--- config.mk ---
export PLATFORM = sky130hd
export DESIGN_NAME = x_23k640_array
export DESIGN_NICKNAME = d
export VERILOG_FILES = /design/src/rtl/x_23k640_array.sv
export SDC_FILE = /design/constraint.sdc
export NUM_CORES = 1
export LEC_CHECK = 0
export ABC_AREA = 1
export BUFFER_PORTS_ARGS = -buffer_cell sky130_fd_sc_hd__buf_2
export CORE_MARGIN = 1
export CORE_UTILIZATION = 44
export CTS_CLUSTER_SIZE = 10
export DETAILED_ROUTE_END_ITERATION = 8
export GPL_ROUTABILITY_DRIVEN = 1
export HOLD_SLACK_MARGIN = 0.12
export PLACE_DENSITY = 0.71
export RECOVER_POWER = 25
export SKIP_CTS_REPAIR_TIMING = 1
export SYNTH_ARGS = -nofsm -noshare
export SYNTH_HDL_FRONTEND = slang
export SYNTH_SLANG_ARGS = --single-unit
--- constraint.sdc ---
create_clock -name i_clk -period 2 [get_ports i_clk]
set_input_delay 0.3 -clock i_clk [delete_from_list [all_inputs] [get_ports i_clk]]
set_output_delay 0.3 -clock i_clk [all_outputs]
set_load 0.005 [all_outputs]
--- src/rtl/x_23k640_array.sv ---
// Flat byte-addressed front end for an array of 23K640 SPI SRAMs sharing one SCK.
// Runs one 32-bit READ/WRITE frame at a time and pulses o_ready on completion.
module x_23k640_array #(
    parameter int unsigned NUM_CHIPS = 8,
    parameter int unsigned CLK_DIV   = 4,
    localparam int unsigned CHIP_W   = (NUM_CHIPS > 1) ? $clog2(NUM_CHIPS) : 0,
    localparam int unsigned ADDR_W   = 13 + CHIP_W
) (
    input  logic                 i_clk,
    input  logic                 i_rst,
    input  logic                 i_valid,
    output logic                 o_accept,
    input  logic                 i_rd_n_wr,
    input  logic [ADDR_W-1:0]    i_addr,
    input  logic [7:0]           i_wdata,
    output logic                 o_ready,
    output logic [7:0]           o_rdata,
    output logic                 o_sck,
    output logic [NUM_CHIPS-1:0] o_cs,
    output logic [NUM_CHIPS-1:0] o_so,
    input  logic [NUM_CHIPS-1:0] i_si
);
    localparam int unsigned SEL_W = (CHIP_W > 0) ? CHIP_W : 1;
    localparam int unsigned DIV_W = (CLK_DIV > 1) ? $clog2(CLK_DIV) : 1;
    localparam logic [7:0]  CMD_READ  = 8'h03;
    localparam logic [7:0]  CMD_WRITE = 8'h02;

    generate
        if (NUM_CHIPS == 0 || NUM_CHIPS > 16 || (NUM_CHIPS & (NUM_CHIPS - 1)) != 0) begin : g_bad_chips
            $error("NUM_CHIPS must be a power of two in 1..16");
        end
        if (CLK_DIV == 0) begin : g_bad_div
            $error("CLK_DIV must be at least 1");
        end
    endgenerate

    typedef enum logic [1:0] {IDLE, SHIFT, HOLD, DESEL} state_t;

    state_t           state;
    logic [DIV_W-1:0] div_cnt;
    logic [4:0]       bit_cnt;
    logic [30:0]      shreg;
    logic [SEL_W-1:0] chip;
    logic             rd;
    logic [7:0]       rx;

    logic [SEL_W-1:0] req_chip;
    logic [31:0]      req_frame;
    logic             half_end;

    generate
        if (CHIP_W > 0) begin : g_chip
            assign req_chip = i_addr[ADDR_W-1:13];
        end else begin : g_single
            assign req_chip = '0;
        end
    endgenerate

    assign req_frame = {i_rd_n_wr ? CMD_READ : CMD_WRITE, 3'b000, i_addr[12:0],
                        i_rd_n_wr ? 8'h00 : i_wdata};
    assign half_end  = (div_cnt == DIV_W'(CLK_DIV - 1));

    function automatic logic [NUM_CHIPS-1:0] sel_mask(input logic [SEL_W-1:0] c);
        return NUM_CHIPS'(1) << c;
    endfunction

    // Frame sequencer: sck toggles every half-period, so changes on the falling edge,
    // MISO is sampled on the edge that raises sck.
    always_ff @(posedge i_clk or negedge i_rst) begin
        if (!i_rst) begin
            state    <= IDLE;
            o_accept <= 1'b1;
            o_ready  <= 1'b0;
            o_rdata  <= '0;
            o_sck    <= 1'b0;
            o_cs     <= '1;
            o_so     <= '0;
            div_cnt  <= '0;
            bit_cnt  <= '0;
            shreg    <= '0;
            chip     <= '0;
            rd       <= 1'b0;
            rx       <= '0;
        end else begin
            o_ready <= 1'b0;
            case (state)
                IDLE: begin
                    if (i_valid) begin
                        state    <= SHIFT;
                        o_accept <= 1'b0;
                        shreg    <= req_frame[30:0];
                        chip     <= req_chip;
                        rd       <= i_rd_n_wr;
                        div_cnt  <= '0;
                        bit_cnt  <= '0;
                        o_sck    <= 1'b0;
                        o_cs     <= ~sel_mask(req_chip);
                        o_so     <= req_frame[31] ? sel_mask(req_chip) : '0;
                    end
                end
                SHIFT: begin
                    if (half_end) begin
                        div_cnt <= '0;
                        if (!o_sck) begin
                            o_sck <= 1'b1;
                            rx    <= {rx[6:0], i_si[chip]};
                        end else begin
                            o_sck <= 1'b0;
                            if (bit_cnt == 5'd31) begin
                                state <= HOLD;
                                o_so  <= '0;
                            end else begin
                                bit_cnt <= bit_cnt + 5'd1;
                                shreg   <= {shreg[29:0], 1'b0};
                                o_so    <= shreg[30] ? sel_mask(chip) : '0;
                            end
                        end
                    end else begin
                        div_cnt <= div_cnt + DIV_W'(1);
                    end
                end
                HOLD: begin
                    if (half_end) begin
                        state   <= DESEL;
                        div_cnt <= '0;
                        o_cs    <= '1;
                        o_ready <= 1'b1;
                        o_rdata <= rd ? rx : 8'h00;
                    end else begin
                        div_cnt <= div_cnt + DIV_W'(1);
                    end
                end
                DESEL: begin
                    if (half_end) begin
                        state    <= IDLE;
                        div_cnt  <= '0;
                        o_accept <= 1'b1;
                    end else begin
                        div_cnt <= div_cnt + DIV_W'(1);
                    end
                end
                default: state <= IDLE;
            endcase
        end
    end
endmodule
==> results.yml, run 1 <==
min_path:
  hold_path_class: "input pin to register"
  hold_path_end: "shreg[12]"
  holdPathStages: 3
  hp-start: "i_addr[4]"
synth:
  syn-num-nets: 443
  yosys.area_share.simple: 0.196
  syn_avg_cell_area_um2: 9.18
  muxShareOfSynthArea: 0.0354
  yosys_warnings: 0
  synth-compound-area-share: 0.129
  ys_ff_latch: 79
  syn_area_um2: 3670
  synth_top_family_by_area: "simple AND/OR/NAND/NOR gates"
  synth.distinct_cells: 31
  synth_xor_area_frac: 0.00239
  syn_inst: 400
  yosysSeqAreaShare: 0.541
  synth_fa_ha_area_frac: 0.0239
detailed_routing:
  drc_errors: 0
  wirelength_mm: 7.05
  drt_iter0_markers: 131
  vias: 2792
  ant_nets: 0
  firstDrtPassIters: 4
  routedWlPerCell_um: 12.3
  avgViaCountPerCell: 4.88
status:
  status: "finished, final reports clean"
die:
  dieHeight_um: 93.4
  num_io_pins: 63
  rows: 32
  die_w_um: 93.4
  core_area_um2: 7890
  die_area_um2: 8720
  initial_utilization: 0.466
setup_path:
  cp_common_cell: "inv_1"
  reg2reg_to: "o_cs[6]"
  rrSetupSlack_ns: 0.19
  arrival_ns: 2.09
  endpoint_kind: "register"
  cp_slowest_cell: "dfrtp_1"
  cp-startpoint: "state[0]"
  cp_cell_sequence: "inv_1, ha_1, inv_1, nor2_1, nor3b_4, buf_12, buf_4, a21oi_2"
  crit_fanout: 16
  reg2regPathDepth: 8
  worstSetupPathType: "register to register"
  critical_path_required_ns: 2.28
  r2r-start: "state[0]"
  slowest_delay_ns: 0.42
  crit_family: "buffers and inverters"
  path_buf_inv: 4
  start_kind: "register"
global_route:
  grt_pass1_wl_mm: 11.9
  antenna_found_initial: 0
  grt_pass1_vias: 2621
  grt-ovfl-total: 0
  grt.total_usage: 0.177
  grt_max_degree: 53
timing:
  slew_headroom: 0.159
  rsz0062_at_grt: "false"
  hold_slack_ns: 0.236
  worst_slew_pin_slew_ns: 1.26
  setup-tns-final_ns: 0
  fin_skew_ns: 0.00620
  max_freq_mhz: 554
  setup_ws_ns: 0.194
  final.min_clock_period_ns: 1.81
  slew_viol_final: 0
  period_share: 0.903
  setup_viol: 0
  final-hold-violation-count: 0
power:
  p_leak_nw: 2.05
  peakVddDrop_mv: 0.580
  power.density_nw_per_um2: 1440
  p_total_mw: 6.13
placed_design:
  port_buffers: 62
  gp_congestion: 0.765
  post-place-ws_ns: 0.149
  hpwl_mm: 4.92
clock_tree:
  cts_tree: "built"
  cts-root-buf: "clkbuf_8"
  clkTransAtPathRegs_ns: 0.08
  htreeDepth: 3
  clock_latency_ns: 0.35
  numCtsBuffers: 9
  clk_path_buf_depth: 2
  cts.sinks: 79
layout:
  synthToLayoutAreaGrowth_pct: 15.9
  final_util: 0.539
  drive_above_1_share: 0.243
  regArea_um2: 1990
  nNetsFinal: 508
  nFillCells: 713
  multi_input_area_um2: 1420
  antennaDiodeCount: 0
flow_run:
  maxCapViolCount: 0
==> cells by family after synthesis <==
kind of cell / Yosys count
adders and majority gates: 7
muxes: 13
AOI/OAI and AO/OA: 85
DFF: 79
buffers and inverters: 48
xor gates and xnor gates: 1
and+or+nand+nor: 167
==> metrics by stage <==
step                std cells  cell area [um^2]
floorplan                 400              3670
global placement          553              4030
detailed placement        553              4030
CTS                       569              4220
global route              572              4260
finish                    572              4260
==> how the worst max path moves through the flow <==
| stage | end | cells after the start |
|---|---|---|
| 6_report | o_cs[6] | 8 |
| 2_1_floorplan | shreg[20] | 9 |
| 3_3_place_gp | shreg[9] | 9 |
| 3_5_place_dp | o_cs[3] | 6 |
| 5_1_grt | shreg[1] | 9 |
| 4_1_cts | o_cs[3] | 6 |
==> where the power goes <==
part	internal [mW]	total (mW)	switching, mW
clock	0.488	1.08	0.596
combinational	0.977	2.55	1.57
sequential	2.17	2.49	0.325
total	3.63	6.13	2.49
==> cells in the mapped netlist <==
cell type    n  area (um^2)
nand2_2      4         25.0
nand3_1      9         45.0
xor2_1       1         8.76
buf_2        5         25.0
nor2_4       3         33.8
clkbuf_1     2         7.51
dfstp_2      9          236
nor3_1       3         15.0
inv_1       25         93.8
mux2i_1     13          130
buf_4        4         30.0
o21a_1       1         7.51
a22oi_1      7         52.6
or2_2        1         6.26
a21oi_1      8         40.0
o31ai_1      8         60.1
o21ai_0     23          115
o21bai_1     1         7.51
nor2_2       1         6.26
nor4_1       6         37.5
a21oi_2      2         17.5
o21ai_1     35          175
nand2_1    114          428
nand3b_1     1         7.51
nor2_1      23         86.3
dfrtp_1     70         1750
buf_6        8         90.1
nor3b_4      1         18.8
nand2_4      1         11.3
inv_2        4         15.0
ha_1         7         87.6
==> worst min-delay path, stage by stage <==
cell and delay (ns):
buf_2 0.08, mux2i_1 0.05, o21ai_1 0.12
==> sequential cells by signal, indices dropped and copies added, names as in the netlist <==
signal and count:
bit_cnt 5, o_so 8, o_rdata 8, chip 3
o_cs 8, o_accept 1, div_cnt 2, o_sck 1
o_ready 1, rx 8, shreg 31, rd 1
state 2
==> area by class of cell <==
| class | instances | share of cell area |
|---|---|---|
| Sequential cell | 79 | 0.467 |
| Timing Repair Buffer | 73 | 0.0997 |
| Tap cell | 102 | 0.0300 |
| Inverter | 29 | 0.0256 |
| Clock inverter | 6 | 0.0109 |
| Clock buffer | 10 | 0.0323 |
| Multi-Input combinational cell | 273 | 0.334 |
==> metal layers <==
| layer | up-vias | GRT usage | wire (um) |
|---|---|---|---|
| met5 | - | 0 | 0 |
| met4 | 0 | 0.0654 | 96 |
| met3 | 7 | 0.0447 | 271 |
| met2 | 49 | 0.276 | 3180 |
| met1 | 1296 | 0.238 | 3500 |
| li1 | 1440 | - | - |
==> placed cells by master, fill, tap and decap left out, types with 2 or more instances in the layout <==
| cell | count |
|---|---|
| a21oi_1 | 8 |
| a21oi_2 | 2 |
| a22oi_1 | 7 |
| buf_12 | 2 |
| buf_2 | 61 |
| buf_4 | 7 |
| clkbuf_8 | 10 |
| clkinv_4 | 3 |
| clkinvlp_4 | 2 |
| dfrtp_1 | 70 |
| dfstp_2 | 9 |
| ha_1 | 7 |
| inv_1 | 25 |
| inv_2 | 4 |
| mux2i_1 | 13 |
| nand2_1 | 114 |
| nand2_2 | 4 |
| nand3_1 | 9 |
| nor2_1 | 23 |
| nor2_4 | 3 |
| nor3_1 | 3 |
| nor4_1 | 6 |
| o21ai_0 | 23 |
| o21ai_1 | 35 |
| o31ai_1 | 8 |
No activity file was read; power rests on OpenSTA's default activity.
==> run 2: changes to the inputs <==
MAX_ROUTING_LAYER = met4   (was default)
REMOVE_ABC_BUFFERS = 1   (was default)
==> run 2 against run 1 <==
Effect of this change: fmax is 2.5% higher; sequential share of layout area is 0.43 points higher; clock skew is 0.012 ns higher; total power is 1.2% lower; register-to-register slack better by 0.04 ns; sequential power hardly changed; worst hold slack worse by 0.019 ns; critical endpoint is now shreg[17].
==> results.yml, run 2 (synthesized netlist as in run 1, its figures left out) <==
status:
  status: "finished, final reports clean"
global_route:
  grtUsageMet1: 0.230
  grt_pass1_wl_mm: 12.1
  grt_pass1_vias: 2621
  met2_usage: 0.287
  grt_util_met3: 0.0431
  antenna_found_initial: 0
  grt.total_usage: 0.182
  grt_max_degree: 71
  grt_busiest_layer: "met2"
  grt-ovfl-total: 0
timing:
  setup_viol: 0
  setup-tns-final_ns: 0
  setup_ws_ns: 0.237
  hold_slack_ns: 0.216
  period_share: 0.881
  final-hold-violation-count: 0
  slew_headroom: 0.413
  max_freq_mhz: 567
  slew_viol_final: 0
  final.min_clock_period_ns: 1.76
  rsz0062_at_grt: "false"
  fin_skew_ns: 0.0181
  worst_slew_pin_slew_ns: 0.880
clock_tree:
  cts-root-buf: "clkbuf_8"
  numCtsBuffers: 9
  cts.sinks: 79
  htreeDepth: 3
  cts_tree: "built"
  clk_path_buf_depth: 2
  clock_latency_ns: 0.36
  clkTransAtPathRegs_ns: 0.08
setup_path:
  crit_fanout: 70
  worstSetupPathType: "register to register"
  critical_path_required_ns: 2.23
  arrival_ns: 2.00
  start_kind: "register"
  endpoint_kind: "register"
  cp_slowest_cell: "dfrtp_1"
  cp_cell_sequence: "ha_1, nand2_1, nor2_1, ha_1, o21ai_1, nand2_4, buf_12, nand2_1, o21ai_1"
  reg2regPathDepth: 9
  slowest_delay_ns: 0.42
die:
  die_w_um: 93.4
  rows: 32
  num_io_pins: 63
  initial_utilization: 0.466
  core_area_um2: 7890
  dieHeight_um: 93.4
  die_area_um2: 8720
layout:
  antennaDiodeCount: 0
  nFillCells: 752
  regArea_um2: 1990
  largest_reg_flops: 31
  final_common_cell: "nand2_1"
  drive_above_1_share: 0.237
  regMostFlops: "shreg"
  final_cell_mix: "113 x nand2_1, 70 x dfrtp_1, 61 x buf_2, 35 x o21ai_1, 25 x inv_1"
  synthToLayoutAreaGrowth_pct: 14.8
  nNetsFinal: 503
  multi_input_area_um2: 1430
  final_util: 0.535
detailed_routing:
  firstDrtPassIters: 4
  routedWlPerCell_um: 12.4
  drt_iter0_markers: 117
  avgViaCountPerCell: 4.95
  vias: 2809
  wirelength_mm: 7.02
  drc_errors: 0
  ant_nets: 0
placed_design:
  port_buffers: 62
  gp_congestion: 0.794
  hpwl_mm: 4.85
  post-place-ws_ns: 0.110
min_path:
  holdPathStages: 3
  hold_path_class: "input pin to register"
power:
  p_leak_nw: 2.03
  peakVddDrop_mv: 0.777
  p_total_mw: 6.05
  power.density_nw_per_um2: 1440
flow_run:
  maxCapViolCount: 0
run 2: final cells by class:
cell class | instances | area share
Clock buffer | 9 | 0.0294
Sequential cell | 79 | 0.472
Inverter | 29 | 0.0258
Tap cell | 102 | 0.0303
Timing Repair Buffer | 68 | 0.0938
Clock inverter | 7 | 0.0113
Multi-Input combinational cell | 273 | 0.338
run 2: per-stage QoR:
step,cell area [um^2],std cells
final,4220,567
after global placement,4020,549
after CTS,4190,565
after detailed placement,4020,549
after global routing,4220,567
after floorplan,3520,381
run 2: per-layer routing:
metal,up-vias,share of wire
met5,-,0
met4,0,0.010
met3,6,0.051
met2,68,0.46
met1,1295,0.48
li1,1440,-
run 2: worst paths after layout:
check,slack (ns),end,startpoint
max,0.24,shreg[17],bit_cnt[0]
min,0.22,shreg[0],i_wdata[0]
max reg2reg,0.24,shreg[17],bit_cnt[0]
min reg2reg,0.49,o_rdata[6],o_rdata[6]
max in group asynchronous,0.62,o_accept,i_rst
min in group asynchronous,0.61,shreg[17],i_rst
run 2: where the power goes:
group	internal, mW	switching [mW]
combinational	0.949	1.57
sequential	2.17	0.319
clock	0.450	0.596
total	3.57	2.49
run 2: critical path: cells and delay by family (launching register included):
family,cells,cell delay (ns)
adder cells (fa/ha/maj),2,0.43
flip-flops,1,0.42
AND/OR/NAND/NOR,4,0.30
AO/OA/AOI/OAI,2,0.30
buffers and inverters,1,0.20
==> run 3: changes to the inputs <==
CELL_PAD_IN_SITES_DETAIL_PLACEMENT = 1   (was default)
CELL_PAD_IN_SITES_GLOBAL_PLACEMENT = 1   (was default)
CORE_UTILIZATION = 42   (was 44)
PLACE_DENSITY = 0.85   (was 0.71)
==> run 3 against run 2 <==
Effect of this change: non-clock buffer count grew 2; largest cell class unchanged; worst hold slack worse by 0.0050 ns; via count is 4.0% higher; core utilization decreased by 2.5 points; critical path depth shrank 1; sequential share of layout area fell by 0.37 points; register-to-register slack worse by 0.12 ns; highest routed layer unchanged; die area grew 4.7%; worst setup slack got worse by 0.12 ns.
==> results.yml, run 3 (synthesized netlist as in run 1, its figures left out) <==
timing:
  fin_skew_ns: 0.0128
  final-hold-violation-count: 0
  setup_viol: 0
  rsz0062_at_grt: "false"
  slew_viol_final: 0
  worst_slew_pin_slew_ns: 0.875
  setup-tns-final_ns: 0
  slew_headroom: 0.417
  max_freq_mhz: 531
  setup_ws_ns: 0.117
  final.min_clock_period_ns: 1.88
  period_share: 0.941
clock_tree:
  numCtsBuffers: 9
  cts.sinks: 79
  clock_latency_ns: 0.35
  clkTransAtPathRegs_ns: 0.08
  clk_path_buf_depth: 2
  htreeDepth: 3
  cts_tree: "built"
  cts-root-buf: "clkbuf_8"
setup_path:
  worstSetupPathType: "register to register"
  path_buf_inv: 4
  arrival_ns: 2.17
  crit_fanout: 16
  cp_cell_sequence: "inv_1, ha_1, inv_1, nor2_1, nor3b_4, buf_12, buf_4, a21oi_2"
  cp-endpoint: "o_cs[6]"
  crit_family: "buffers and inverters"
  slowest_delay_ns: 0.48
  start_kind: "register"
  r2r-start: "state[0]"
  cp_common_cell: "inv_1"
  cp-startpoint: "state[0]"
  reg2reg_to: "o_cs[6]"
  reg2regPathDepth: 8
  cp_slowest_cell: "ha_1"
  crit_cells: 8
  endpoint_kind: "register"
  rrSetupSlack_ns: 0.12
  critical_path_required_ns: 2.29
global_route:
  grt_pass1_vias: 3012
  grt_pass1_wl_mm: 13.9
  grt-ovfl-total: 0
  antenna_found_initial: 0
  grt.total_usage: 0.206
  grt_max_degree: 48
layout:
  final_util: 0.510
  regMostFlops: "shreg"
  nFillCells: 1003
  synthToLayoutAreaGrowth_pct: 15.7
  antennaDiodeCount: 0
  final_cell_mix: "113 x nand2_1, 70 x dfrtp_1, 61 x buf_2, 35 x o21ai_1, 25 x inv_1"
  design_area_um2: 4250
  largest_reg_flops: 31
  nNetsFinal: 505
  instances_no_fill: 572
  drive_above_1_share: 0.248
  final_common_cell: "nand2_1"
placed_design:
  place_area_um2: 4010
  placed_cells: 553
  gp_congestion: 0.785
  hpwl_mm: 5.96
  post-place-ws_ns: 0.0167
  port_buffers: 62
power:
  power.density_nw_per_um2: 1480
  p_leak_nw: 2.04
  peakVddDrop_mv: 0.761
die:
  num_io_pins: 63
  die_area_um2: 9120
  rows: 33
  initial_utilization: 0.440
  die_w_um: 95.5
  dieHeight_um: 95.5
  core_area_um2: 8340
detailed_routing:
  drt_iter0_markers: 88
  drc_errors: 0
  avgViaCountPerCell: 5.11
  vias: 2922
  firstDrtPassIters: 4
  wirelength_mm: 8.44
  ant_nets: 0
  routedWlPerCell_um: 14.8
flow_run:
  maxCapViolCount: 0
status:
  status: "finished, final reports clean"
min_path:
  hold_path_class: "input pin to register"
-- run 3: cell count changes in the layout (fill, tap and decap cells not counted), sizes merged --
cell	before	now
inv	30	31
clkbuf	10	13
clkinv	4	2
clkinvlp	2	0
buf	66	68
-- run 3: area by class of cell --
cell class / instances / area (um^2) / area share
flip-flops and latches: 79 / 1990 / 0.468
multi-input cells: 273 / 1440 / 0.338
repair buffers: 70 / 402 / 0.0945
clock buffers: 12 / 155 / 0.0365
well taps: 105 / 131 / 0.0309
inverters: 29 / 109 / 0.0256
clock inverters: 4 / 27.5 / 0.00648
-- run 3: worst min path at each step --
stage / from / end / slack, ns / depth (start not counted)
2_1_floorplan: i_rst / bit_cnt[0] / 0.004 / 0
3_3_place_gp: i_rst / div_cnt[0] / 0.28 / 1
3_5_place_dp: i_rst / div_cnt[1] / 0.28 / 1
4_1_cts: i_rst / div_cnt[1] / -0.11 / 1
5_1_grt: i_addr[11] / shreg[19] / 0.22 / 3
6_report: i_wdata[0] / shreg[0] / 0.21 / 3
-- run 3: per-layer routing --
layer	up-vias	GRT usage	share of wire
li1	1435	-	-
met1	1411	0.229	0.43
met2	62	0.363	0.51
met3	14	0.0534	0.045
met4	0	0.0597	0.014
met5	-	-	0
-- run 3: worst register-to-register path, cell delays in order, from the launching register on --
cell and delay, ns:
dfrtp_1 0.42, inv_1 0.11, ha_1 0.48, inv_1 0.09, nor2_1 0.23, nor3b_4 0.09
buf_12 0.16, buf_4 0.13, a21oi_2 0.13
-- run 3: where the power goes --
part | leakage, nW | total (mW) | switching (mW) | internal [mW]
Clock | 0.0972 | 1.13 | 0.600 | 0.525
Combinational | 0.926 | 2.65 | 1.68 | 0.971
Sequential | 1.02 | 2.51 | 0.342 | 2.17
Total | 2.04 | 6.29 | 2.62 | 3.66
-- run 3: stage by stage --
step / hold WS, ns / total power [mW]
2_1_floorplan: 0.00441 / 4.21
3_3_place_gp: 0.276 / 4.88
3_5_place_dp: 0.281 / 5.08
4_1_cts: -0.111 / 6.24
5_1_grt: 0.219 / 6.79
6_report: 0.211 / 6.29
